### src/rtl/rv_pipe_buffer.sv
// rv_pipe_buffer: DEPTH-entry ready/valid FIFO with registered ready and tx_done.
// Optional pop counter output xfer_count enabled by `define RV_XFER_CNT_EN.
module rv_pipe_buffer #(
  parameter int WIDTH = 64,
  parameter int DEPTH = 4,
  parameter int LW    = $clog2(DEPTH + 1)
) (
  input  logic             clk,
  input  logic             reset,
  input  logic             flush,
  input  logic             in_valid,
  output logic             in_ready,
  input  logic [WIDTH-1:0] in_data,
  output logic             out_valid,
  input  logic             out_ready,
  output logic [WIDTH-1:0] out_data,
  output logic             tx_done,
  output logic [LW-1:0]    level
`ifdef RV_XFER_CNT_EN
  ,
  output logic [31:0]      xfer_count
`endif
);

  localparam int AW = $clog2(DEPTH);
  localparam logic [LW-1:0] FULL = LW'(DEPTH);

  logic [WIDTH-1:0] mem [DEPTH];
  logic [AW-1:0]    wr_ptr;
  logic [AW-1:0]    rd_ptr;
  logic             push;
  logic             pop;

  // ready never looks at out_ready: no comb path through the buffer
  assign in_ready  = (level != FULL) & ~flush;
  assign out_valid = (level != '0);
  assign out_data  = mem[rd_ptr];
  assign push      = in_valid & in_ready;
  assign pop       = out_valid & out_ready & ~flush;

  always_ff @(posedge clk or negedge reset) begin
    if (!reset) begin
      for (int i = 0; i < DEPTH; i++) begin
        mem[i] <= '0;
      end
    end else if (push) begin
      mem[wr_ptr] <= in_data;
    end
  end

  always_ff @(posedge clk or negedge reset) begin
    if (!reset) begin
      wr_ptr <= '0;
      rd_ptr <= '0;
      level  <= '0;
    end else if (flush) begin
      wr_ptr <= '0;
      rd_ptr <= '0;
      level  <= '0;
    end else begin
      if (push) wr_ptr <= wr_ptr + AW'(1);
      if (pop)  rd_ptr <= rd_ptr + AW'(1);
      unique case ({push, pop})
        2'b10:   level <= level + LW'(1);
        2'b01:   level <= level - LW'(1);
        default: level <= level;
      endcase
    end
  end

  always_ff @(posedge clk or negedge reset) begin
    if (!reset) tx_done <= 1'b0;
    else        tx_done <= push;
  end

`ifdef RV_XFER_CNT_EN
  always_ff @(posedge clk or negedge reset) begin
    if (!reset)   xfer_count <= '0;
    else if (pop) xfer_count <= xfer_count + 32'd1;
  end
`endif

endmodule
### config.mk
export PLATFORM = sky130hd
export DESIGN_NAME = rv_pipe_buffer
export DESIGN_NICKNAME = d
export VERILOG_FILES = /design/src/rtl/rv_pipe_buffer.sv
export SDC_FILE = /design/constraint.sdc
export NUM_CORES = 1
export LEC_CHECK = 0
export CORE_AREA = 2 2 188 144
export DETAILED_ROUTE_END_ITERATION = 10
export DIE_AREA = 0 0 190 146
export PLACE_DENSITY = 0.69
export RECOVER_POWER = 50
export SYNTH_ARGS = -nofsm -noshare
export SYNTH_HDL_FRONTEND = slang
export SYNTH_SLANG_ARGS = --single-unit
### constraint.sdc
create_clock -name clk -period 6 [get_ports clk]
set_input_delay 0.9 -clock clk [delete_from_list [all_inputs] [get_ports clk]]
set_output_delay 0.9 -clock clk [all_outputs]
set_load 0.02 [all_outputs]
==> results summary, run 1 <==
The die is 146 µm tall. Setup violations remaining at the end of the flow were counted as 0. The biggest fanout along the worst timing path came out at 64.

The site row count is 51. The global-route wire length before repair is roughly 42 mm. The worst setup path is launched from an input pin.

The flip-flop and latch count after synthesis came out at roughly 260. The leakage power of the design came out at 6.854 nW. The count of maximum capacitance violations is 4.

The worst-case hold path end point is mem[123]$_DFFE_PN0P_. The number of I/O port buffers came out at 138. The shortest period the worst path allows is 4.342 ns. The overall die area is 27740 µm². The total overflow left after global routing is 0. The final estimated routing congestion in global placement came out at 0.7571. The per-instance average area after synthesis came out at ~19 µm². Traced cell by cell, the critical path runs through dlygate4sd3_1, nor2b_1, and2_0, nand2_2, mux2_1.

TritonCTS built the clock tree. The clock-pin slew of the registers on the worst-case setup and hold paths is about 0.06 ns. The largest single stage delay on the critical path is about 1.5 ns. The biggest area contributor in the post-synthesis netlist is sky130_fd_sc_hd__dfrtp_1. The clock net in this run drives a total of 264 sinks. The run finished, with violations left. The number of distinct standard cells referenced by the synthesized netlist is 31.

The endpoint of the worst-slack reg-to-reg timing path is mem[0]$_DFFE_PN0P_. Setup repair after global routing left no endpoint under its margin. The growth of design area from synthesis to finish came out at 16.92%. The number of gates given a new drive strength after cts came out at 0. The net count of the mapped netlist came out at 739.

Along the worst hold path, the cell count comes to 1. The type of destination of the critical path is a register. The most used flip-flop cell after synthesis is sky130_fd_sc_hd__dfrtp_1. The share of the synthesized area in the top cell type came out at 0.5202. The number of cells on the worst reg-to-reg path is 4. The library cell contributing the largest single delay on the critical path is sky130_fd_sc_hd__nand2_2. The detailed router placed 6269 vias in this run. The post-route fraction of the period consumed by the critical path came out at 0.7236. CTS placed an instance of sky130_fd_sc_hd__clkbuf_16 at the clock tree root. For this run, asynchronously set or reset flops after synthesis account for 1.000.

Hold timing on the final database bottoms out at a slack of between 0.4 and 0.5 ns. The number of standard cells after synthesis came out at roughly 670. The HPWL reported at the end of detailed placement came out at 15.10 mm.

The total clock buffers created by CTS came out at 27. For this run, design rule violations remaining after detail routing come to 0. The ratio of cells with drive above 1 in the final layout is 0.4440. The starting utilization of the core area came out at 0.4938. Sorting the synthesized cells by area gives the leading types as sky130_fd_sc_hd__dfrtp_1, sky130_fd_sc_hd__mux2_4, sky130_fd_sc_hd__mux4_2. The I/O pin count is 139. The clock tree buffer depth came out at 3. The core area came out at 25720 µm².

The total standard cell area after synthesis came out at approximately 13000 µm². The via count of the first global-routing pass came out at 7381. The overall track demand over capacity in global routing came out at 0.1923. The count of final max-slew check failures came out at 324. The number of warnings issued by yosys came out at 0.

The path class of the tightest hold or removal check is reg2reg. Yosys mapped a number of flops with a built-in enable equal to 0. The worst IR drop on VDD came out at 0.2516 mV. The net count reported at finish is 868. In this run the power density over the cells is 576.2 nW/µm². In this run the critical register-to-register path is launched from level[1]$_DFFE_PN0P_.

The worst slew margin relative to its limit is -1.146. In this run, post-CTS hold repair placed 0 buffers. The number of detailed-route iterations in the first pass is 6. The clock insertion delay at the later pin of the skew report came out at about 0.52 ns.

The width of the chip is around 190 µm. The worst setup path is of the in2reg kind. The sequential share of the synthesized area is 0.5202. The checks that failed: capacitance limit, slew limit. The data required time of the critical path came out at around 6.4 ns.

The initial detailed-routing violation count is 300. The per-cell routed wire length is 22.34 µm. After detailed routing, the number of vias per cell comes to 5.414.

The sum of negative setup slack is 0 ns. The upper clock frequency limit is 230.3 MHz. The routed design has around 26 mm of wire. The worst-case clock skew came out at 0.005899 ns. For the pin with the worst max-slew slack, the measured transition is 3.219 ns. The critical path data arrival time is 4.74 ns. The number of hold violations in the final report came out at 0. Entering global routing, the biggest net connects between 100 and 150 pins. The origin of the worst min-delay path is mem[123]$_DFFE_PN0P_.

The slack of the worst reg-to-reg path is ~2.3 ns. The number of post-CTS setup repair buffers came out at 0. The detail route stage leaves a number of antenna-violating nets equal to 0. The number of H-tree levels is 1.

Tracing the worst setup path back leads to its startpoint at flush. The initial antenna violation count came to 2.
-- worst max-delay path, delay by kind of cell --
kind	cells	cell delay (ns)
buffers and inverters	1	0.69
multiplexers	1	0.86
AND/OR/NAND/NOR	3	2.27
-- flip-flops by register name (all words and copies together) (netlist names) --
signal and flops:
level 3, mem 256, rd_ptr 2, tx_done 1
wr_ptr 2
-- placed cells by master, fill, tap and decap left out, types with 6 or more instances in the layout --
master,n
sky130_fd_sc_hd__clkdlybuf4s50_1,131
sky130_fd_sc_hd__clkinvlp_4,6
sky130_fd_sc_hd__dlygate4sd3_1,6
sky130_fd_sc_hd__mux2_1,19
sky130_fd_sc_hd__clkbuf_16,27
sky130_fd_sc_hd__dfrtp_1,262
sky130_fd_sc_hd__mux2_2,17
sky130_fd_sc_hd__mux2_4,221
sky130_fd_sc_hd__clkbuf_8,7
sky130_fd_sc_hd__mux4_2,64
-- area by class of cell --
| type | count | area (µm²) |
|---|---|---|
| fillers | 1945 | 10870 |
| flip-flops and latches | 264 | 6614 |
| multi-input cells | 358 | 5446 |
| repair buffers | 141 | 1411 |
| clock buffers | 35 | 775.7 |
| well taps | 344 | 430.4 |
| clock inverters | 13 | 158.9 |
| inverters | 2 | 7.507 |
| diodes | 1 | 2.502 |
-- kinds of logic (layout without fill, tap and decap cells) --
logic type               Yosys count  count (layout)  synth area share
buffers and inverters             43             191           0.04168
adder cells (fa/ha/maj)            5               5          0.005518
other                              0               1                 0
AND/OR/NAND/NOR                   22              22           0.01330
flip-flops                       264             264            0.5202
XOR/XNOR                           4               4          0.002759
multiplexers                     322             322            0.4134
AO/OA/AOI/OAI                      5               5          0.003054
-- how the worst max path moves through the flow --
stage                                      end  depth (start not counted)
after global routing       mem[55]$_DFFE_PN0P_                          5
after floorplan           level[2]$_DFFE_PN0P_                          8
after detailed placement  mem[143]$_DFFE_PN0P_                          5
after global placement            out_data[20]                          3
after CTS                          out_data[6]                          3
final                      mem[55]$_DFFE_PN0P_                          5
-- routing by layer --
layer,part of all wire,global-route usage,vias up
met3,0.051,0.04148,34
met2,0.47,0.3066,123
met4,0.017,0.03566,2
met1,0.46,0.2753,3389
met5,0.00046,0,-
li1,-,-,2721
-- where the power goes --
group          switching [mW]  internal [mW]
Sequential              0.622           2.64
Combinational            1.26           2.30
Clock                   0.703           1.04
Total                    2.58           5.97
-- Yosys cell counts (2+ instances only) --
master                     instances
sky130_fd_sc_hd__o31ai_1           2
sky130_fd_sc_hd__buf_6             7
sky130_fd_sc_hd__mux2_2           16
sky130_fd_sc_hd__and3_1            2
sky130_fd_sc_hd__buf_1             3
sky130_fd_sc_hd__nand2_1           2
sky130_fd_sc_hd__inv_1             2
sky130_fd_sc_hd__clkbuf_1          7
sky130_fd_sc_hd__xnor2_1           2
sky130_fd_sc_hd__mux4_2           64
sky130_fd_sc_hd__ha_1              4
sky130_fd_sc_hd__buf_2             5
sky130_fd_sc_hd__nor2b_1           3
sky130_fd_sc_hd__buf_12           19
sky130_fd_sc_hd__xor2_1            2
sky130_fd_sc_hd__nand2b_1          2
sky130_fd_sc_hd__nand2_8           3
sky130_fd_sc_hd__nor2_1            4
sky130_fd_sc_hd__dfrtp_1         264
sky130_fd_sc_hd__mux2_4          241
-- per-stage QoR --
step           setup slack (ns)  cells  utilization  total power, mW  instance area (µm²)
2_1_floorplan             3.472    665            -            5.655                12700
3_3_place_gp              2.231   1109       0.5460            6.775                14040
3_5_place_dp              2.180   1109       0.5460            6.907                14040
4_1_cts                   1.657   1157       0.5823            8.706                14980
5_1_grt                   1.354   1157       0.5772            8.999                14840
6_report                  1.658   1158       0.5773            8.555                14850
Note: power is estimated with default switching activity, not from simulation.
==> run 2, diff against run 1 <==
==> constraint.sdc (replaced) <==
create_clock -name clk -period 4 [get_ports clk]
set_input_delay 0.6 -clock clk [delete_from_list [all_inputs] [get_ports clk]]
set_output_delay 0.6 -clock clk [all_outputs]
set_load 0.02 [all_outputs]
==> run 2 against run 1 <==
The run still ends with capacitance limit, slew limit left. Wire length is 0.33% higher. Clock power is 57% higher. Setup slack worse by 1.0 ns. Sequential share of layout area is 0.34 points lower. Register-to-register slack worse by 1.2 ns. Via count is 0.80% higher. Critical path type is now reg2out. Critical endpoint is now out_data[45]. Highest routed layer is now met4.
==> results summary, run 2 (same netlist as run 1, synthesis figures left out) <==
The flow ran to the end, but the final reports show violations. The final reports fail on capacitance limit, slew limit. The number of H-tree levels was 1 (unchanged). The global-route wire length before repair is 42.94 mm (+1.5%). The number of diodes is 0 (-1).

Setup repair after global routing left no endpoint under its margin. The final core utilization came out at 0.5818 (+0.004427). The width of the chip came out at 190 µm (unchanged). The aggregate global routing overflow was 0 (unchanged). The HPWL reported at the end of detailed placement came out at 15.28 mm (+1.2%). The type of destination of the critical path is an output port. The post-route fraction of the period consumed by the critical path is 0.8368. The slowest stage of the critical path is the sky130_fd_sc_hd__dfrtp_4 cell.

The path with the worst hold slack has its endpoint at mem[190]$_DFFE_PN0P_. The area occupied by registers was 6614 µm² (unchanged). The slew at the pin closest to its max-slew limit was 2.845 ns (-0.3740 ns).

The area of the multi-input gates came out at 5465 µm² (+0.34%). The library cells used most frequently in the layout, excluding fill and tap cells, are sky130_fd_sc_hd__dfrtp_1, sky130_fd_sc_hd__mux2_4, sky130_fd_sc_hd__clkdlybuf4s50_1, sky130_fd_sc_hd__mux4_2, sky130_fd_sc_hd__clkbuf_16. The sum of negative setup slack was 0 ns (unchanged).

The number of post-CTS setup repair buffers came out at 0 (unchanged). The via count normalized by instance count is 5.443 (+0.54%). The origin of the worst min-delay path is mem[190]$_DFFE_PN0P_. The final hold slack came out at 0.4879 ns (-0.004188 ns). The ratio of cells with drive above 1 in the final layout is 0.4357 (-0.008294).

The number of failing setup endpoints in the final timing report is 0 (unchanged). The largest net degree at the start of global routing came to 111 (-19%). The clock-pin slew of the registers on the worst-case setup and hold paths came out at 0.06 ns (about the same). The remaining routing DRC violations is 0 (unchanged). The initial detailed-routing violation count is 307 (+2.3%). The number of buffers inserted by hold repair at cts came out at 0 (unchanged). The number of sinks driven by the clock tree came out at 264 (unchanged). The largest registers in the layout are mem (256), level (3). The tightest min-delay check is of the reg2reg type. The clock tree buffer depth is 3 (unchanged).

Walking the worst path, the cells encountered are buf_4, mux4_2, clkdlybuf4s50_1. The starting utilization of the core area came to 0.4938 (unchanged). mem holds more flip-flops than any other register.

The power density normalized to cell area came out at 864.3 nW/µm² (+50%). The number of cells on the worst reg-to-reg path is 4 (unchanged). The number of cells traversed by the worst hold path came out at 1 (unchanged). The clock insertion delay at the later pin of the skew report was 0.52 ns (about the same). The worst slew margin relative to its limit came to -0.8968 (+0.2493). The non-filler instance count after layout is 1161 (+0.26%). The endpoint of the worst-slack reg-to-reg timing path is mem[115]$_DFFE_PN0P_. The count of fill cells added during filler insertion came to 1917 (-1.4%). The count of final max-slew check failures came out at 109 (-66%). The detailed-route wire length is 25.96 mm (+0.33%). The category of the most critical setup path is reg2out.

The number of detailed-route iterations in the first pass is 4 (-2). The maximum single-stage delay on the critical path came out at 0.62 ns (-0.85 ns). The initial antenna violation count is 0 (-2).

The data required time of the critical path came out at 3.40 ns (-2.99 ns). In this run the clock root is driven by a sky130_fd_sc_hd__clkbuf_16. The shortest period the worst path allows came out at ~3.3 ns. The number of I/O port buffers came out at 138 (unchanged). The overall die area came out at 27740 µm² (unchanged). The worst-case clock skew came out at 0.008572 ns (+0.002673 ns). The leakage power of the design is 6.934 nW (+1.2%). The overall track demand over capacity in global routing is 0.1958 (+0.003542). The number of routed nets with antenna violations is 0 (unchanged). The buffering stage count on the worst path with inverters included was 2 (+1). The number of hold violations in the final report is 0 (unchanged). The count of maximum capacitance violations came out at 1 (-3). The site row count is 51 (unchanged). The most common cell after layout, fill and taps aside is sky130_fd_sc_hd__dfrtp_1.

The net count reported at finish is 871 (+0.35%). The core area is 25720 µm² (unchanged). The final estimated routing congestion in global placement is 0.8274 (+9.3%). The slack of the worst reg-to-reg path is 1.07 ns (-1.18 ns). The total via count in the routed design came out at 6319 (+0.80%). The via count of the first global-routing pass was 7332 (-0.66%). The number of gates given a new drive strength after cts is 0 (unchanged). For this run, the top clock speed supported by timing is 298.8 MHz. The I/O pin count came out at 139 (unchanged). The worst IR drop on VDD came out at 0.4096 mV (+63%). The number of flip-flops under the largest register name came to 256 (unchanged).

The critical path data arrival time came out at 2.75 ns (-1.99 ns). The total clock buffers created by CTS came to 27 (unchanged). The startpoint identified for the worst register-to-register timing path is level[0]$_DFFE_PN0P_.

The growth of design area from synthesis to finish is 17.81%. The per-cell routed wire length came to 22.36 µm (about the same). TritonCTS built the clock tree. The biggest fanout along the worst timing path came out at 18 (-72%).

The kind of cell adding the most delay to the critical path is buffers and inverters. The worst setup path is launched from a register. The vertical extent of the die came to 146 µm (unchanged). The post-placement cell count is 1112 (+0.27%).
==> run 2: changes by cell type in the layout (fill, tap and decap cells not counted), moves of 3 or more <==
cell | before | now
sky130_fd_sc_hd__nand2_2 | 3 | 0
sky130_fd_sc_hd__mux2_4 | 221 | 215
sky130_fd_sc_hd__clkbuf_1 | 1 | 4
sky130_fd_sc_hd__dlygate4sd3_1 | 6 | 3
sky130_fd_sc_hd__nand2_8 | 0 | 3
sky130_fd_sc_hd__buf_12 | 1 | 4
sky130_fd_sc_hd__mux2_1 | 19 | 25
sky130_fd_sc_hd__clkdlybuf4s50_1 | 131 | 134
sky130_fd_sc_hd__clkinvlp_4 | 6 | 2
==> run 2: worst max-delay path by stage <==
stage                                     start                     to  slack, ns  cells past startpoint
final                     rd_ptr[0]$_DFFE_PN0P_           out_data[45]       0.65                      3
after global routing                      reset  rd_ptr[1]$_DFFE_PN0P_       0.37                      1
after CTS                 rd_ptr[0]$_DFFE_PN0P_           out_data[45]       0.59                      3
after detailed placement                  flush   level[2]$_DFFE_PN0P_       0.89                      8
after global placement                    flush   level[2]$_DFFE_PN0P_       1.03                      8
after floorplan                        in_valid   level[2]$_DFFE_PN0P_       1.77                      8
==> run 2: area by class of cell <==
class,instances,area share
well taps,344,0.02877
clock inverters,11,0.01238
inverters,2,0.0005018
flip-flops and latches,264,0.4421
clock buffers,38,0.05261
repair buffers,144,0.09835
multi-input cells,358,0.3653
==> run 2: report_power, final <==
| group | leakage [nW] | switching, mW | internal (mW) |
|---|---|---|---|
| Combinational | 3.18 | 2.03 | 3.42 |
| Sequential | 3.28 | 0.792 | 3.96 |
| Clock | 0.474 | 1.04 | 1.69 |
==> run 2: metrics by stage <==
stage	area, µm²	total power [mW]	setup slack [ns]
floorplan	12700	8.482	1.772
global placement	14110	10.16	1.027
detailed placement	14110	10.38	0.8890
CTS	15090	13.19	0.5926
global route	14960	13.61	0.3692
finish	14960	12.93	0.6529
==> run 2: metal layers <==
| layer | GRT usage | routed length [µm] |
|---|---|---|
| met1 | 0.2843 | 12040 |
| met2 | 0.3058 | 12290 |
| met3 | 0.04244 | 1219 |
| met4 | 0.04070 | 398 |
| met5 | 0 | 0 |
